**src/rtl/alu_share_pkg.sv**
```systemverilog
// Shared definitions for the shared-ALU arbiter: op codes, response FSM state, requester id.
package alu_share_pkg;

    localparam logic [2:0] OP_ADD  = 3'b000;
    localparam logic [2:0] OP_SLL  = 3'b001;
    localparam logic [2:0] OP_SLT  = 3'b010;
    localparam logic [2:0] OP_SLTU = 3'b011;
    localparam logic [2:0] OP_XOR  = 3'b100;
    localparam logic [2:0] OP_SRL  = 3'b101;
    localparam logic [2:0] OP_OR   = 3'b110;
    localparam logic [2:0] OP_AND  = 3'b111;

    typedef enum logic {
        EMPTY = 1'b0,
        FULL  = 1'b1
    } rsp_state_t;

    typedef logic req_id_t;

endpackage

```
**src/rtl/rr_arb2.sv**
```systemverilog
// Two-way round-robin arbiter; prio points at the requester that wins a tie next.
module rr_arb2 (
    input  logic clk,
    input  logic rst,
    input  logic valid0,
    input  logic valid1,
    input  logic en,
    output logic gnt0,
    output logic gnt1
);

    logic r_prio;

    assign gnt0 = en & valid0 & (~valid1 | ~r_prio);
    assign gnt1 = en & valid1 & (~valid0 |  r_prio);

    // After a grant the other requester gets priority; gnt0 means id 1 is next.
    always_ff @(posedge clk or posedge rst) begin
        if (rst) begin
            r_prio <= 1'b0;
        end else if (gnt0 | gnt1) begin
            r_prio <= gnt0;
        end
    end

endmodule

```
**src/rtl/alu_share_arbiter.sv**
```systemverilog
// Shares one combinational ALU between EX stage (id 0) and branch/address helper (id 1).
// Optional grant/conflict statistics counters enabled with ALU_SHARE_STATS_EN.
module alu_share_arbiter
    import alu_share_pkg::*;
#(
    parameter int unsigned WIDTH = 32
`ifdef ALU_SHARE_STATS_EN
    ,
    parameter int unsigned CNT_W = 16
`endif
) (
    input  logic             clk,
    input  logic             rst,
    input  logic             req0_valid,
    output logic             req0_ready,
    input  logic [WIDTH-1:0] req0_a,
    input  logic [WIDTH-1:0] req0_b,
    input  logic [2:0]       req0_op,
    input  logic             req0_sp_sign,
    input  logic             req0_uors,
    input  logic             req1_valid,
    output logic             req1_ready,
    input  logic [WIDTH-1:0] req1_a,
    input  logic [WIDTH-1:0] req1_b,
    input  logic [2:0]       req1_op,
    input  logic             req1_sp_sign,
    input  logic             req1_uors,
    output logic [WIDTH-1:0] alu_a0,
    output logic [WIDTH-1:0] alu_b0,
    output logic [2:0]       alu_op,
    output logic             alu_sp_sign,
    output logic             alu_uors,
    input  logic [WIDTH-1:0] alu_result,
    input  logic [2:0]       alu_zero,
    output logic             rsp_valid,
    input  logic             rsp_ready,
    output logic             rsp_id,
    output logic [WIDTH-1:0] rsp_result,
    output logic [2:0]       rsp_zero
`ifdef ALU_SHARE_STATS_EN
    ,
    output logic [CNT_W-1:0] grant0_cnt,
    output logic [CNT_W-1:0] grant1_cnt,
    output logic [CNT_W-1:0] conflict_cnt
`endif
);

    rsp_state_t       r_state;
    rsp_state_t       w_state_nxt;
    req_id_t          r_rsp_id;
    logic [WIDTH-1:0] r_rsp_result;
    logic [2:0]       r_rsp_zero;
    logic             w_can_accept;
    logic             w_en;
    logic             w_gnt0;
    logic             w_gnt1;
    logic             w_hs;

    // Reset is asynchronous, so readies are also masked while it is held.
    assign w_can_accept = (r_state == EMPTY) | rsp_ready;
    assign w_en         = w_can_accept & ~rst;
    assign w_hs         = w_gnt0 | w_gnt1;

    rr_arb2 u_arb (
        .clk    (clk),
        .rst    (rst),
        .valid0 (req0_valid),
        .valid1 (req1_valid),
        .en     (w_en),
        .gnt0   (w_gnt0),
        .gnt1   (w_gnt1)
    );

    assign req0_ready = w_gnt0;
    assign req1_ready = w_gnt1;

    always_comb begin
        alu_a0      = '0;
        alu_b0      = '0;
        alu_op      = OP_ADD;
        alu_sp_sign = 1'b0;
        alu_uors    = 1'b0;
        if (w_gnt0) begin
            alu_a0      = req0_a;
            alu_b0      = req0_b;
            alu_op      = req0_op;
            alu_sp_sign = req0_sp_sign;
            alu_uors    = req0_uors;
        end else if (w_gnt1) begin
            alu_a0      = req1_a;
            alu_b0      = req1_b;
            alu_op      = req1_op;
            alu_sp_sign = req1_sp_sign;
            alu_uors    = req1_uors;
        end
    end

    always_comb begin
        w_state_nxt = r_state;
        case (r_state)
            EMPTY:   if (w_hs) w_state_nxt = FULL;
            FULL:    if (rsp_ready && !w_hs) w_state_nxt = EMPTY;
            default: w_state_nxt = EMPTY;
        endcase
    end

    always_ff @(posedge clk or posedge rst) begin
        if (rst) begin
            r_state <= EMPTY;
        end else begin
            r_state <= w_state_nxt;
        end
    end

    // A handshake always overwrites the register; FULL with backpressure never handshakes.
    always_ff @(posedge clk or posedge rst) begin
        if (rst) begin
            r_rsp_id     <= 1'b0;
            r_rsp_result <= '0;
            r_rsp_zero   <= '0;
        end else if (w_hs) begin
            r_rsp_id     <= w_gnt1;
            r_rsp_result <= alu_result;
            r_rsp_zero   <= alu_zero;
        end
    end

    assign rsp_valid  = (r_state == FULL);
    assign rsp_id     = r_rsp_id;
    assign rsp_result = r_rsp_result;
    assign rsp_zero   = r_rsp_zero;

`ifdef ALU_SHARE_STATS_EN
    localparam logic [CNT_W-1:0] CNT_MAX = '1;

    logic [CNT_W-1:0] r_grant0_cnt;
    logic [CNT_W-1:0] r_grant1_cnt;
    logic [CNT_W-1:0] r_conflict_cnt;
    logic             w_conflict;

    assign w_conflict = req0_valid & req1_valid & w_en;

    // Saturating event counters.
    always_ff @(posedge clk or posedge rst) begin
        if (rst) begin
            r_grant0_cnt   <= '0;
            r_grant1_cnt   <= '0;
            r_conflict_cnt <= '0;
        end else begin
            if (w_gnt0 && r_grant0_cnt != CNT_MAX)
                r_grant0_cnt <= r_grant0_cnt + CNT_W'(1);
            if (w_gnt1 && r_grant1_cnt != CNT_MAX)
                r_grant1_cnt <= r_grant1_cnt + CNT_W'(1);
            if (w_conflict && r_conflict_cnt != CNT_MAX)
                r_conflict_cnt <= r_conflict_cnt + CNT_W'(1);
        end
    end

    assign grant0_cnt   = r_grant0_cnt;
    assign grant1_cnt   = r_grant1_cnt;
    assign conflict_cnt = r_conflict_cnt;
`endif

endmodule

```
**config.mk**
```make
export PLATFORM = sky130hd
export DESIGN_NAME = alu_share_arbiter
export DESIGN_NICKNAME = d
export VERILOG_FILES = /design/src/rtl/alu_share_pkg.sv /design/src/rtl/rr_arb2.sv /design/src/rtl/alu_share_arbiter.sv
export SDC_FILE = /design/constraint.sdc
export NUM_CORES = 1
export LEC_CHECK = 0
export BUFFER_PORTS_ARGS = -buffer_cell sky130_fd_sc_hd__buf_2
export CORE_AREA = 2 2 110 112
export CTS_BUF_LIST = sky130_fd_sc_hd__clkbuf_8
export DETAILED_ROUTE_END_ITERATION = 10
export DIE_AREA = 0 0 112 114
export PLACE_DENSITY_LB_ADDON = 0.25
export SLEW_MARGIN = 20
export SYNTH_ARGS = -nofsm -noshare
export SYNTH_HDL_FRONTEND = slang
export SYNTH_HIERARCHICAL = 1
export SYNTH_SLANG_ARGS = --single-unit
```
**constraint.sdc**
```tcl
create_clock -name clk -period 3.3 [get_ports clk]
set_clock_uncertainty 0.05 [all_clocks]
set_input_delay 0.33 -clock clk [delete_from_list [all_inputs] [get_ports clk]]
set_output_delay 0.33 -clock clk [all_outputs]
set_load 0.01 [all_outputs]
```
Yosys cells after proc, flatten, opt, wreduce, memory -nomap -nowiden
Cells that the tools add are included.
W data, S select, Z words.
Word-level totals
  flip-flop bits (word level): 38
  output and inout port bits: 108
  logic and storage cells: 34
Operators by class
  muxes and demuxes: 13
  bitwise gates (word level): 14
  reduce and logical (&&, ||, !) cells: 2
Operators by type and width (count)
  $mux W32: 4
  $mux W1: 6
  $mux W3: 2
  $and A1 B1 Y1: 5
  $not A1 Y1: 5
  $or A1 B1 Y1: 4
  $pmux W1 S2: 1
  $logic_and A1 B1 Y1: 1
  $logic_not A1 Y1: 1

Logic depth before layout (Yosys ltp)
  word-level depth: 10
  gate-level depth with buffers: 8
  depth with buffers taken out: 6

Cells and area by module
Netlist, hierarchy kept.
Modules (own cells, without submodules)
  alu_share_arbiter: instances 1, cells each 171, area an instance 2118.3 µm²
  rr_arb2: instances 1, cells each 9, area an instance 65.1 µm²

Least setup slack after synthesis
No wires, ideal clock.
  path type: input -> output
  start point: input rst
  end point: output alu_a0[0]
  arrival time: 2716 ps
  path slack: 204 ps
  cell stages on the path: 8
  path buffers: 2
  cells stage by stage: inv_1 -> o21a_1 -> nand2_1 -> a21oi_1 -> and2b_4 -> buf_6 -> buf_6 -> a22o_1
Between the ends
  longest elaborated chain between the ends: 6
  elaborated cells on any way between the ends: 8
  those cells by class: 2 x mux; 6 x bitwise
Ends and longest elaborated chain
  start, declared: RTL line alu_share_arbiter.sv:13  | input logic rst,
  $not A1 Y1: RTL line alu_share_arbiter.sv:61  | assign w_en = w_can_accept & ~rst;
  $and A1 B1 Y1: RTL line alu_share_arbiter.sv:61
  via w_en: RTL line alu_share_arbiter.sv:54  | logic w_en;
  $and A1 B1 Y1 (2 in series): RTL line rr_arb2.sv:15  | assign gnt1 = en & valid1 & (~valid0 | r_prio);
  via req1_ready: RTL line alu_share_arbiter.sv:22  | output logic req1_ready,
  $mux W32: RTL line alu_share_arbiter.sv:89  | end else if (w_gnt1) begin
  $mux W32: RTL line alu_share_arbiter.sv:83  | if (w_gnt0) begin
  end, declared: RTL line alu_share_arbiter.sv:28  | output logic [WIDTH-1:0] alu_a0,
The timed path passes the listed nets, and every way through them passes these cells.

Worst setup path in the final report
  start point: input rst
  end point: output alu_b0[22]
Between the ends
  longest elaborated chain between the ends: 6
  elaborated cells on any way between the ends: 8
  those cells by class: 2 x mux; 6 x bitwise
Ends and longest elaborated chain
  $not A1 Y1 (*): RTL line alu_share_arbiter.sv:61
  $and A1 B1 Y1 (*): RTL line alu_share_arbiter.sv:61
  via w_en: RTL line alu_share_arbiter.sv:54
  $and A1 B1 Y1 (2 in series): RTL line rr_arb2.sv:15
  $mux W32: RTL line alu_share_arbiter.sv:89
  $mux W32 (*): RTL line alu_share_arbiter.sv:83
  end, declared: RTL line alu_share_arbiter.sv:29  | output logic [WIDTH-1:0] alu_b0,
Mark *: on every way through the listed nets, which the timed path passes. The rest lies on a longest branch.

==> flow_metrics.env <==
export IMPL_synthToLayoutAreaGrowth_pct=74.3
export IMPL_ys_ff_latch=38
export IMPL_multiInputGateArea_um2=1100
export IMPL_rsz0062_at_grt="false"
export IMPL_finalMaxSlewViolations=0
export IMPL_peakVddDrop_uv=328
export IMPL_hp_class="in2reg"
export IMPL_path_clk_slew_ns=0.07
export IMPL_start_util_pct=18.6
export IMPL_yosysSeqAreaShare_pct=43.6
export IMPL_ys_types=17
export IMPL_die_w_um=112
export IMPL_grt_util_met1_pct=13.3
export IMPL_critPathRequiredTime_ns=2.92
export IMPL_finalHoldViolations=0
export IMPL_clock_path_buffers=2
export IMPL_r2r_end="rsp_result[25]"
export IMPL_period_minus_slack_ns=3.05
export IMPL_route_detailed_drc=0
export IMPL_setup_tns_ns=0
export IMPL_grt_busiest_layer="met2"
export IMPL_crit_chain="dlygate4sd3_1 -> buf_2 -> inv_1 -> o21a_1 -> nand2_1 -> a21oi_1 -> buf_4 -> and2b_4 -> a22o_1 -> buf_2"
export IMPL_tightest_slew_ns=0.784
export IMPL_rr_startpoint="rsp_valid"
export IMPL_cts_sinks=38
export IMPL_synth_area_um2=2180
export IMPL_grt_max_degree=75
export IMPL_grt_total_usage_pct=12.3
export IMPL_synthCells=180
export IMPL_via_count=2601
export IMPL_nets=636
export IMPL_synth_edf_count=0
export IMPL_io_pins=286
export IMPL_totalWireLength_mm=8.80
export IMPL_syn_nets=358
export IMPL_grt_pass1_vias=2415
export IMPL_path_delay_family="buffers and inverters"
export IMPL_ant_nets=0
export IMPL_cts_tree="yes"
export IMPL_die_height_um=114
export IMPL_gp_congestion=0.718
export IMPL_grt_use_met2_pct=22.5
export IMPL_stdcell_area_um2=3810
export IMPL_holdWs_ns=0.197
export IMPL_cts_root_buf="clkbuf_8"
export IMPL_drive_gt1_share_pct=72.3
export IMPL_worstPathArrival_ns=2.67
export IMPL_ctsResizeCount=0
export IMPL_routedWlPerCell_um=14.5
export IMPL_cpMostUsedCell="buf_2"
export IMPL_cts_buffers=5
export IMPL_fillers=1253
export IMPL_crit_buf_inv=5
export IMPL_core_area_um2=11700
export IMPL_drtIter0Drc=105
export IMPL_timing_fmax_ghz=0.328
export IMPL_grt_ovfl_total=0
export IMPL_portBuffers=285
export IMPL_cp_slowest_cell="and2b_4"
export IMPL_p_leak_nw=2.17
export IMPL_slowest_delay_ns=0.67
export IMPL_regToRegSetupSlack_ns=1.04
export IMPL_crit_type="in2out"
export IMPL_synthTopCellsByArea="dfrtp_1 44%, a22o_1 27%, mux2_2 17%, buf_6 3.6%, clkbuf_1 1.2%"
export IMPL_maxCapViolations=0
export IMPL_regArea_um2=951
export IMPL_die_area_um2=12800
export IMPL_worst_setup_path_end_kind="primary output"
export IMPL_avgSynthCellArea_um2=12.1
export IMPL_synth_most_common_cell="a22o_1"
export IMPL_report_final_setup_viol=0
export IMPL_clk_latency_ns=0.28
export IMPL_drtPass1Iterations=4
export IMPL_min_path_cells=2
export IMPL_rows=40
export IMPL_met3_usage_pct=3.67
export IMPL_crit_path_start_kind="input pin"
export IMPL_yosys_area_top_type="dfrtp_1"
export IMPL_reg2reg_depth=7
export IMPL_cts_max_level=2
export IMPL_antenna_found_initial=1
export IMPL_dpl_instance_area_um2=3700
export IMPL_grt_pass1_wl_mm=12.5
export IMPL_whs_endpoint="rsp_valid"
export IMPL_ys_warn_count=6
export IMPL_slew_headroom_pct=47.7
export IMPL_ys_dominant_reg_cell="dfrtp_1"
export IMPL_power_density_nw_per_um2=460
export IMPL_drt_vias_per_instance=4.29
export IMPL_hpwl_mm=7.39
export IMPL_fin_crit_sh_pct=92.5
export IMPL_hold_start="rsp_ready"
export IMPL_async_reset_ff_share_pct=100
export IMPL_crit_cells=10
export IMPL_synth_commonest_cells="67 x a22o_1, 38 x dfrtp_1, 33 x mux2_2"
export IMPL_synth_top_cell_area_share_pct=43.6
export IMPL_status="finished, final reports clean"
export IMPL_critPathMaxFanout=67
==> stage by stage <==
stage / utilization, % / setup WS (ns) / power (mW) / instances
floorplan: - / 0.204 / 1.10 / 180
CTS: 32.5 / 0.257 / 1.78 / 606
finish: 32.5 / 0.247 / 1.75 / 607
global placement: 31.6 / 0.788 / 1.45 / 597
global route: 32.5 / 0.100 / 1.88 / 607
detailed placement: 31.6 / 0.821 / 1.46 / 597
==> worst max-delay path by stage <==
stage	startpoint	end	slack (ns)
detailed placement	rst	alu_b0[22]	0.82
global route	rst	alu_b0[24]	0.10
CTS	rst	alu_b0[22]	0.26
floorplan	rst	alu_a0[0]	0.20
finish	rst	alu_b0[22]	0.25
global placement	rst	alu_b0[22]	0.79
==> repair_timing <==
action,in CTS,in global routing
hold endpoints to repair,1,0
setup buffers,0,0
hold buffers,1,0
==> power by group <==
group / switching [mW] / total [mW] / internal (mW)
clock: 0.150 / 0.315 / 0.165
combinational: 0.367 / 0.764 / 0.397
sequential: 0.0673 / 0.672 / 0.605
total: 0.584 / 1.75 / 1.17
==> logic make-up (layout without fill, tap and decap cells) <==
logic type | after synthesis | in the layout | synth area share (%)
AO/OA/AOI/OAI | 75 | 75 | 29.1
buffers and inverters | 23 | 302 | 6.59
flip-flops | 38 | 38 | 43.6
multiplexers | 35 | 35 | 18.1
other | 0 | 1 | 0
AND/OR/NAND/NOR | 9 | 9 | 2.69
==> per-layer routing <==
| layer | wire, um | part of all wire [%] | vias up |
|---|---|---|---|
| li1 | - | - | 1256 |
| met1 | 3060 | 35 | 1194 |
| met2 | 4660 | 53 | 139 |
| met3 | 808 | 9.2 | 12 |
| met4 | 266 | 3.0 | 0 |
| met5 | 0 | 0 | - |
==> placed cells by master (no fill, tap or decap), drive strengths merged <==
cell type and count:
a21oi 3, buf 288, clkbuf 6, o21a 1, clkinv 1, a21o 1, and2b 1, o21ai 3
inv 6, mux2 35, nor2 1, dlygate4sd3 1, nand2 6, dfrtp 38, diode 1, and3 1
a22o 67
==> worst register-to-register path, cell delays in order (launching register included) <==
cell and delay, ns:
dfrtp_1 0.34, inv_1 0.05, o21a_1 0.19, nand2_1 0.15, a21oi_4 0.04, buf_4 0.35, nor2_8 0.55, mux2_2 0.42
==> flip-flops by register name (all words and copies together), names as in the netlist <==
name and count:
rsp_result 32, rsp_zero 3, rsp_id 1, rsp_valid 1, u_arb/r_prio 1
==> area by class of cell <==
type,instances,area share [%]
clock inverter,2,0.230
inverter,5,0.493
sequential,38,25.0
clock buffer,6,2.17
tap,147,4.83
timing repair buffer,289,38.3
multi-input combinational,119,28.9
antenna,1,0.0657
(Power assumes the default switching activity.)
